`config.mk`:
```
export PLATFORM = sky130hd
export DESIGN_NAME = btn_conditioner
export DESIGN_NICKNAME = d
export VERILOG_FILES = /design/src/rtl/astro_pkg.sv /design/src/rtl/btn_debounce.sv /design/src/rtl/btn_conditioner.sv
export SDC_FILE = /design/constraint.sdc
export NUM_CORES = 1
export LEC_CHECK = 0
export BUFFER_PORTS_ARGS = -buffer_cell sky130_fd_sc_hd__buf_2
export CAP_MARGIN = 30
export CORE_MARGIN = 2
export CORE_UTILIZATION = 45
export CTS_CLUSTER_SIZE = 12
export DETAILED_ROUTE_END_ITERATION = 10
export PLACE_DENSITY = 0.72
export SYNTH_ARGS = -nofsm -noshare
export SYNTH_HDL_FRONTEND = slang
export SYNTH_SLANG_ARGS = --single-unit
```
`constraint.sdc`:
```
create_clock -name board_clk -period 8.46 [get_ports board_clk]
set_clock_uncertainty 0.1 [all_clocks]
set_input_delay 0.846 -clock board_clk [delete_from_list [all_inputs] [get_ports board_clk]]
set_output_delay 0.846 -clock board_clk [all_outputs]
set_load 0.05 [all_outputs]
```
`src/rtl/astro_pkg.sv`:
```
// Shared types for the button input stage: debounce state encoding,
// button index constants and the left/right move decode.
package astro_pkg;

  typedef enum logic [1:0] {
    IDLE         = 2'd0,
    PRESS_WAIT   = 2'd1,
    PRESSED      = 2'd2,
    RELEASE_WAIT = 2'd3
  } db_state_t;

  localparam int unsigned BTN_L   = 0;
  localparam int unsigned BTN_R   = 1;
  localparam int unsigned BTN_U   = 2;
  localparam int unsigned NUM_BTN = 3;

  // Returns {move_right, move_left}; opposing directions cancel each other.
  function automatic logic [1:0] move_decode(input logic left_i, input logic right_i);
    return {right_i & ~left_i, left_i & ~right_i};
  endfunction

endpackage

```
`src/rtl/btn_debounce.sv`:
```
// One button channel: 2-flop synchronizer feeding a four-state debounce FSM
// with a saturating stability counter. level and rise are registered.
module btn_debounce
  import astro_pkg::*;
#(
  parameter int unsigned DEBOUNCE_CYCLES = 500000,
  parameter int unsigned CNT_W           = 20
) (
  input  logic board_clk,
  input  logic reset,
  input  logic raw,
  output logic level,
  output logic rise
);

  // The sample that leaves IDLE/PRESSED is the first stable one, so the
  // terminal value is reached on the DEBOUNCE_CYCLES-th stable sample.
  localparam logic [CNT_W-1:0] CNT_TERM = CNT_W'(DEBOUNCE_CYCLES - 1);
  localparam logic [CNT_W-1:0] CNT_MAX  = {CNT_W{1'b1}};

  logic [1:0]       sync_q;
  logic             sync_s;
  db_state_t        state_q;
  logic [CNT_W-1:0] cnt_q;
  logic [CNT_W-1:0] cnt_d;
  logic             level_q;
  logic             rise_q;

  assign sync_s = sync_q[1];

  // Saturating increment of the stability counter
  always_comb begin
    cnt_d = cnt_q;
    if (cnt_q != CNT_MAX) begin
      cnt_d = cnt_q + CNT_W'(1);
    end else begin
      cnt_d = cnt_q;
    end
  end

  // Synchronizer, debounce FSM, counter and registered outputs
  always_ff @(posedge board_clk or posedge reset) begin
    if (reset) begin
      sync_q  <= 2'b00;
      state_q <= IDLE;
      cnt_q   <= '0;
      level_q <= 1'b0;
      rise_q  <= 1'b0;
    end else begin
      sync_q <= {sync_q[0], raw};
      rise_q <= 1'b0;
      case (state_q)
        IDLE: begin
          if (sync_s) begin
            state_q <= PRESS_WAIT;
            cnt_q   <= '0;
          end
        end
        PRESS_WAIT: begin
          if (!sync_s) begin
            state_q <= IDLE;
          end else if (cnt_d == CNT_TERM) begin
            state_q <= PRESSED;
            level_q <= 1'b1;
            rise_q  <= 1'b1;
          end else begin
            cnt_q <= cnt_d;
          end
        end
        PRESSED: begin
          if (!sync_s) begin
            state_q <= RELEASE_WAIT;
            cnt_q   <= '0;
          end
        end
        RELEASE_WAIT: begin
          if (sync_s) begin
            state_q <= PRESSED;
          end else if (cnt_d == CNT_TERM) begin
            state_q <= IDLE;
            level_q <= 1'b0;
          end else begin
            cnt_q <= cnt_d;
          end
        end
        default: begin
          state_q <= IDLE;
          level_q <= 1'b0;
        end
      endcase
    end
  end

  assign level = level_q;
  assign rise  = rise_q;

endmodule

```
`src/rtl/btn_conditioner.sv`:
```
// Button conditioner: debounced move levels plus a sticky shoot request held
// until game_tick consumes it. Define AUTOFIRE_EN to re-arm shots while fire is held.
module btn_conditioner
  import astro_pkg::*;
#(
  parameter int unsigned DEBOUNCE_CYCLES = 500000,
  parameter int unsigned CNT_W           = 20
`ifdef AUTOFIRE_EN
  ,
  parameter int unsigned AUTOFIRE_TICKS  = 8
`endif
) (
  input  logic       board_clk,
  input  logic       reset,
  input  logic       btnL,
  input  logic       btnR,
  input  logic       btnU,
  input  logic       game_tick,
  output logic       move_left,
  output logic       move_right,
  output logic       shoot_req,
  output logic [2:0] btn_dbg
);

  logic [NUM_BTN-1:0] raw_s;
  logic [NUM_BTN-1:0] level_s;
  logic [NUM_BTN-1:0] rise_s;
  logic [1:0]         move_q;
  logic               shoot_q;
  logic               shoot_d;
  logic               af_fire_s;
  logic               unused_rise_s;

  assign raw_s = {btnU, btnR, btnL};

  for (genvar i = 0; i < NUM_BTN; i++) begin : g_btn
    btn_debounce #(
      .DEBOUNCE_CYCLES(DEBOUNCE_CYCLES),
      .CNT_W          (CNT_W)
    ) u_debounce (
      .board_clk(board_clk),
      .reset    (reset),
      .raw      (raw_s[i]),
      .level    (level_s[i]),
      .rise     (rise_s[i])
    );
  end

  // Only the fire button's edge matters; move buttons are used as levels.
  assign unused_rise_s = rise_s[BTN_L] | rise_s[BTN_R];

`ifdef AUTOFIRE_EN
  localparam int unsigned AF_W = $clog2(AUTOFIRE_TICKS + 1);
  logic [AF_W-1:0] af_q;
  logic [AF_W-1:0] af_d;

  // Count game ticks since the last set while fire stays held
  always_comb begin
    af_d      = af_q;
    af_fire_s = 1'b0;
    if (!level_s[BTN_U] || rise_s[BTN_U]) begin
      af_d = '0;
    end else if (game_tick) begin
      if (af_q == AF_W'(AUTOFIRE_TICKS - 1)) begin
        af_d      = '0;
        af_fire_s = 1'b1;
      end else begin
        af_d = af_q + AF_W'(1);
      end
    end else begin
      af_d = af_q;
    end
  end

  // Autofire tick counter register
  always_ff @(posedge board_clk or posedge reset) begin
    if (reset) begin
      af_q <= '0;
    end else begin
      af_q <= af_d;
    end
  end
`else
  assign af_fire_s = 1'b0;
`endif

  // A new shot wins over consumption in the same cycle; pending shots do not queue.
  always_comb begin
    shoot_d = shoot_q;
    if (rise_s[BTN_U] || af_fire_s) begin
      shoot_d = 1'b1;
    end else if (game_tick && shoot_q) begin
      shoot_d = 1'b0;
    end else begin
      shoot_d = shoot_q;
    end
  end

  // Registered move levels and shoot request
  always_ff @(posedge board_clk or posedge reset) begin
    if (reset) begin
      move_q  <= 2'b00;
      shoot_q <= 1'b0;
    end else begin
      move_q  <= move_decode(level_s[BTN_L], level_s[BTN_R]);
      shoot_q <= shoot_d;
    end
  end

  assign move_left  = move_q[0];
  assign move_right = move_q[1];
  assign shoot_req  = shoot_q;
  assign btn_dbg    = level_s;

endmodule

```
==> results.yml <==
synth:
  syn_area_mm2: 0.00514
  synth_edf_count: 0
  synth_top_area_share_pct: 38.5
  syn_inst: 611
  synth-seq-cells: 79
  synth_ff_type: "dfrtp_1"
  synth.top_cells.by_area: "dfrtp_1, nand3_1, a21oi_1, nand2_1, nor2_1"
  yosys.cell_types.count: 66
  postSynthAreaPerCell_um2: 8.41
  syn_nets: 620
  yosysMostFrequentCell: "dfrtp_1"
  synth_largest_area_cell: "dfrtp_1"
  yosys_warnings: 0
  seq_area_frac_synth_pct: 38.5
  async_flop_share_pct: 100
  synth.top_cells.by_count: "dfrtp_1, nand2_1, nand3_1"
grt:
  met3_usage_pct: 5.19
  groute.layer.met2.usage_pct: 31.4
  grt_use_met1_pct: 29.1
  grt_usage_pct: 20.7
  grt_first_pass_wirelength_um: 21100
  antenna_found_initial: 0
  grt_start_max_net_pins: 63
  top_usage_layer: "met2"
  grt_pass1_vias: 4391
  gr-total-overflow: 0
die:
  core_mm2: 0.0113
  dieHeight_um: 111
  dieArea_mm2: 0.0123
  io_pins: 12
  start_util_pct: 45.6
  rows: 39
  die_w_um: 111
power:
  p_seq_share_pct: 47.4
  p_int_mw: 0.643
  pwr-share-clk_pct: 45.5
  power.combinational.fraction_pct: 7.1
  leakage_nw: 2.15
  p_sw_share_pct: 25.8
  max-vdd-ir-drop_mv: 0.112
  netSwitchingPower_mw: 0.223
  p_per_area_mw_per_mm2: 157
routing:
  wl_per_cell_um: 16.4
  vias_per_cell: 6.45
  drtAntennaViolNets: 0
  wl_um: 12300
  drt_iter0_drc: 579
  drt_pass1_iterations: 8
  vias: 4812
  drc: 0
finish:
  final_nets: 607
  diodes: 0
  drive_gt1_share_pct: 8.62
  area_delta_synth_final_pct: 7.58
  fill_cells: 1026
timing:
  final-max-slew-violation-count: 0
  tns_ns: 0
  timing_hold_violations_final: 0
  fin_crit_sh_pct: 47.8
  max_freq_mhz: 247
  tightest_slew_ns: 1.03
  final-setup-viol-count: 0
  slew_headroom_pct: 31.1
  rsz0062_at_grt: "false"
  whs_ns: 0.247
  min_period_ns: 4.04
clock_tree:
  htreeDepth: 3
  path_clk_slew_ns: 0.07
  max-clock-path-buffers: 2
  clock-sinks: 79
  cts_tree: "yes"
  ctsResizeCount: 0
  cts_made_buffers: 9
  post_cts_buffers: 0
  cts.hold.buffers_added: 0
  clockRootBuffer: "clkbuf_16"
  clkLatencyLatePin_ns: 0.35
setup_path:
  crit_fanout: 14
  r2r_end: "g_btn[1].u_debounce.cnt_q[16]$_DFFE_PP0P_"
  r2r_setup_slack_ns: 4.42
  worst_setup_path_start_kind: "flip-flop"
  r2r_start: "g_btn[1].u_debounce.cnt_q[0]$_DFFE_PP0P_"
  cp_data_arrival_time_ns: 4.18
  cpMaxStageDelayCell: "nor2_1"
  cpMostUsedCell: "nor2_1"
  rr_worst_depth: 10
  cpPeakStageDelay_ns: 0.49
  end_kind: "flip-flop"
  path_class: "flip-flop to flip-flop"
  crit_required_ns: 8.59
  cp_cell_sequence: "ha_1, and3_1, nand4_1, nor2_1, nand3_1, a2111o_1, nand2_1, clkinv_1, a21oi_1, nor2_1"
min_path:
  min_delay_path_depth: 0
  whs_endpoint: "g_btn[1].u_debounce.sync_q[1]$_DFF_PP0_"
  hold_start: "g_btn[1].u_debounce.sync_q[0]$_DFF_PP0_"
  min_path_type: "flip-flop to flip-flop"
run:
  drv_cap: 0
status:
  status: "completed"
place:
  routabilityCongestion: 0.955
  dpl.hpwl_um: 8380
  port_buffers: 11
## placed cells by master (no fill, tap or decap), types with 7 or more instances in the layout
cell type / n
a21oi_1: 47
inv_1: 19
clkbuf_16: 9
dfrtp_1: 79
nand4_1: 17
a31oi_1: 9
o211ai_1: 7
nand3_1: 50
nor4_1: 12
and3_1: 14
nor2_1: 45
o31ai_1: 17
or4_1: 10
xnor2_1: 14
buf_2: 11
nand2_1: 58
o21ai_0: 32
a2bb2oi_1: 8
nor3_1: 18
and4_1: 7
a22o_1: 15
## metrics by stage
step | total power, mW | util (%) | setup WS, ns | instance area, µm² | std cells
after detailed placement | 0.477 | 46.4 | 4.55 | 5230 | 730
after global placement | 0.474 | 46.1 | 4.65 | 5200 | 729
final | 0.866 | 49.0 | 4.42 | 5530 | 746
after global routing | 0.902 | 49.0 | 4.18 | 5530 | 746
after floorplan | 0.460 | - | 5.45 | 5140 | 611
after CTS | 0.872 | 49.0 | 4.54 | 5530 | 746
## logic make-up (layout without fill, tap and decap cells)
kind of cell / count (synthesis) / in the layout / share of synthesized area (%)
xor gates and xnor gates: 19 / 19 / 3.24
muxes: 7 / 7 / 1.51
buffers and inverters: 61 / 53 / 5.38
adders and majority gates: 3 / 3 / 0.731
AOI/OAI and AO/OA: 179 / 179 / 23.7
DFF: 79 / 79 / 38.5
and+or+nand+nor: 263 / 263 / 26.9
## worst max-delay path: cells and delay by family, from the launching register on
family / cells / cell delay, ns
AOI/OAI and AO/OA: 2 / 0.78
adders and majority gates: 1 / 0.32
buffers and inverters: 1 / 0.44
DFF: 1 / 0.46
and+or+nand+nor: 6 / 1.84
## layout make-up
type | instances | area, µm² | share of cell area [%]
multi-input combinational | 471 | 2880 | 52.2
sequential | 79 | 1980 | 35.8
clock buffer | 10 | 229 | 4.14
tap | 143 | 179 | 3.24
timing repair buffer | 15 | 105 | 1.90
inverter | 22 | 83.8 | 1.52
clock inverter | 6 | 68.8 | 1.25
## worst max path at each step
stage                                              from                                   endpoint  slack [ns]  cells after the start
3_3_place_gp   g_btn[0].u_debounce.cnt_q[0]$_DFFE_PP0P_   g_btn[0].u_debounce.cnt_q[4]$_DFFE_PP0P_        4.65                      9
6_report       g_btn[1].u_debounce.cnt_q[0]$_DFFE_PP0P_  g_btn[1].u_debounce.cnt_q[16]$_DFFE_PP0P_        4.42                     10
2_1_floorplan  g_btn[1].u_debounce.cnt_q[0]$_DFFE_PP0P_  g_btn[1].u_debounce.cnt_q[17]$_DFFE_PP0P_        5.45                     11
4_1_cts        g_btn[0].u_debounce.cnt_q[0]$_DFFE_PP0P_   g_btn[0].u_debounce.cnt_q[1]$_DFFE_PP0P_        4.54                      9
5_1_grt        g_btn[1].u_debounce.cnt_q[0]$_DFFE_PP0P_  g_btn[1].u_debounce.cnt_q[17]$_DFFE_PP0P_        4.18                     10
3_5_place_dp   g_btn[0].u_debounce.cnt_q[0]$_DFFE_PP0P_   g_btn[0].u_debounce.cnt_q[1]$_DFFE_PP0P_        4.55                      9
## power groups by stage
| stage | sequential, mW | clock [mW] | combinational [mW] |
|---|---|---|---|
| after floorplan | 0.404 | 0 | 0.0558 |
| after CTS | 0.409 | 0.401 | 0.0616 |
| after global placement | 0.416 | 0 | 0.0586 |
| after global routing | 0.412 | 0.420 | 0.0691 |
| final | 0.410 | 0.394 | 0.0615 |
| after detailed placement | 0.416 | 0 | 0.0612 |
## routing by layer
| layer | part of all wire [%] | routed length (µm) |
|---|---|---|
| met4 | 1.8 | 216 |
| met2 | 46 | 5580 |
| met5 | 0 | 0 |
| met3 | 8.6 | 1050 |
| met1 | 44 | 5410 |
## registers in the layout, summed over array words and instances, names as in the netlist, named ones only
register / flops
g_btn.u_debounce.level: 3
move_q: 2
g_btn.u_debounce.rise: 1
g_btn.u_debounce.state_q: 3
g_btn.u_debounce.sync_q: 6
g_btn.u_debounce.cnt_q: 60
shoot_req: 1
No activity file was read; power rests on OpenSTA's default activity.
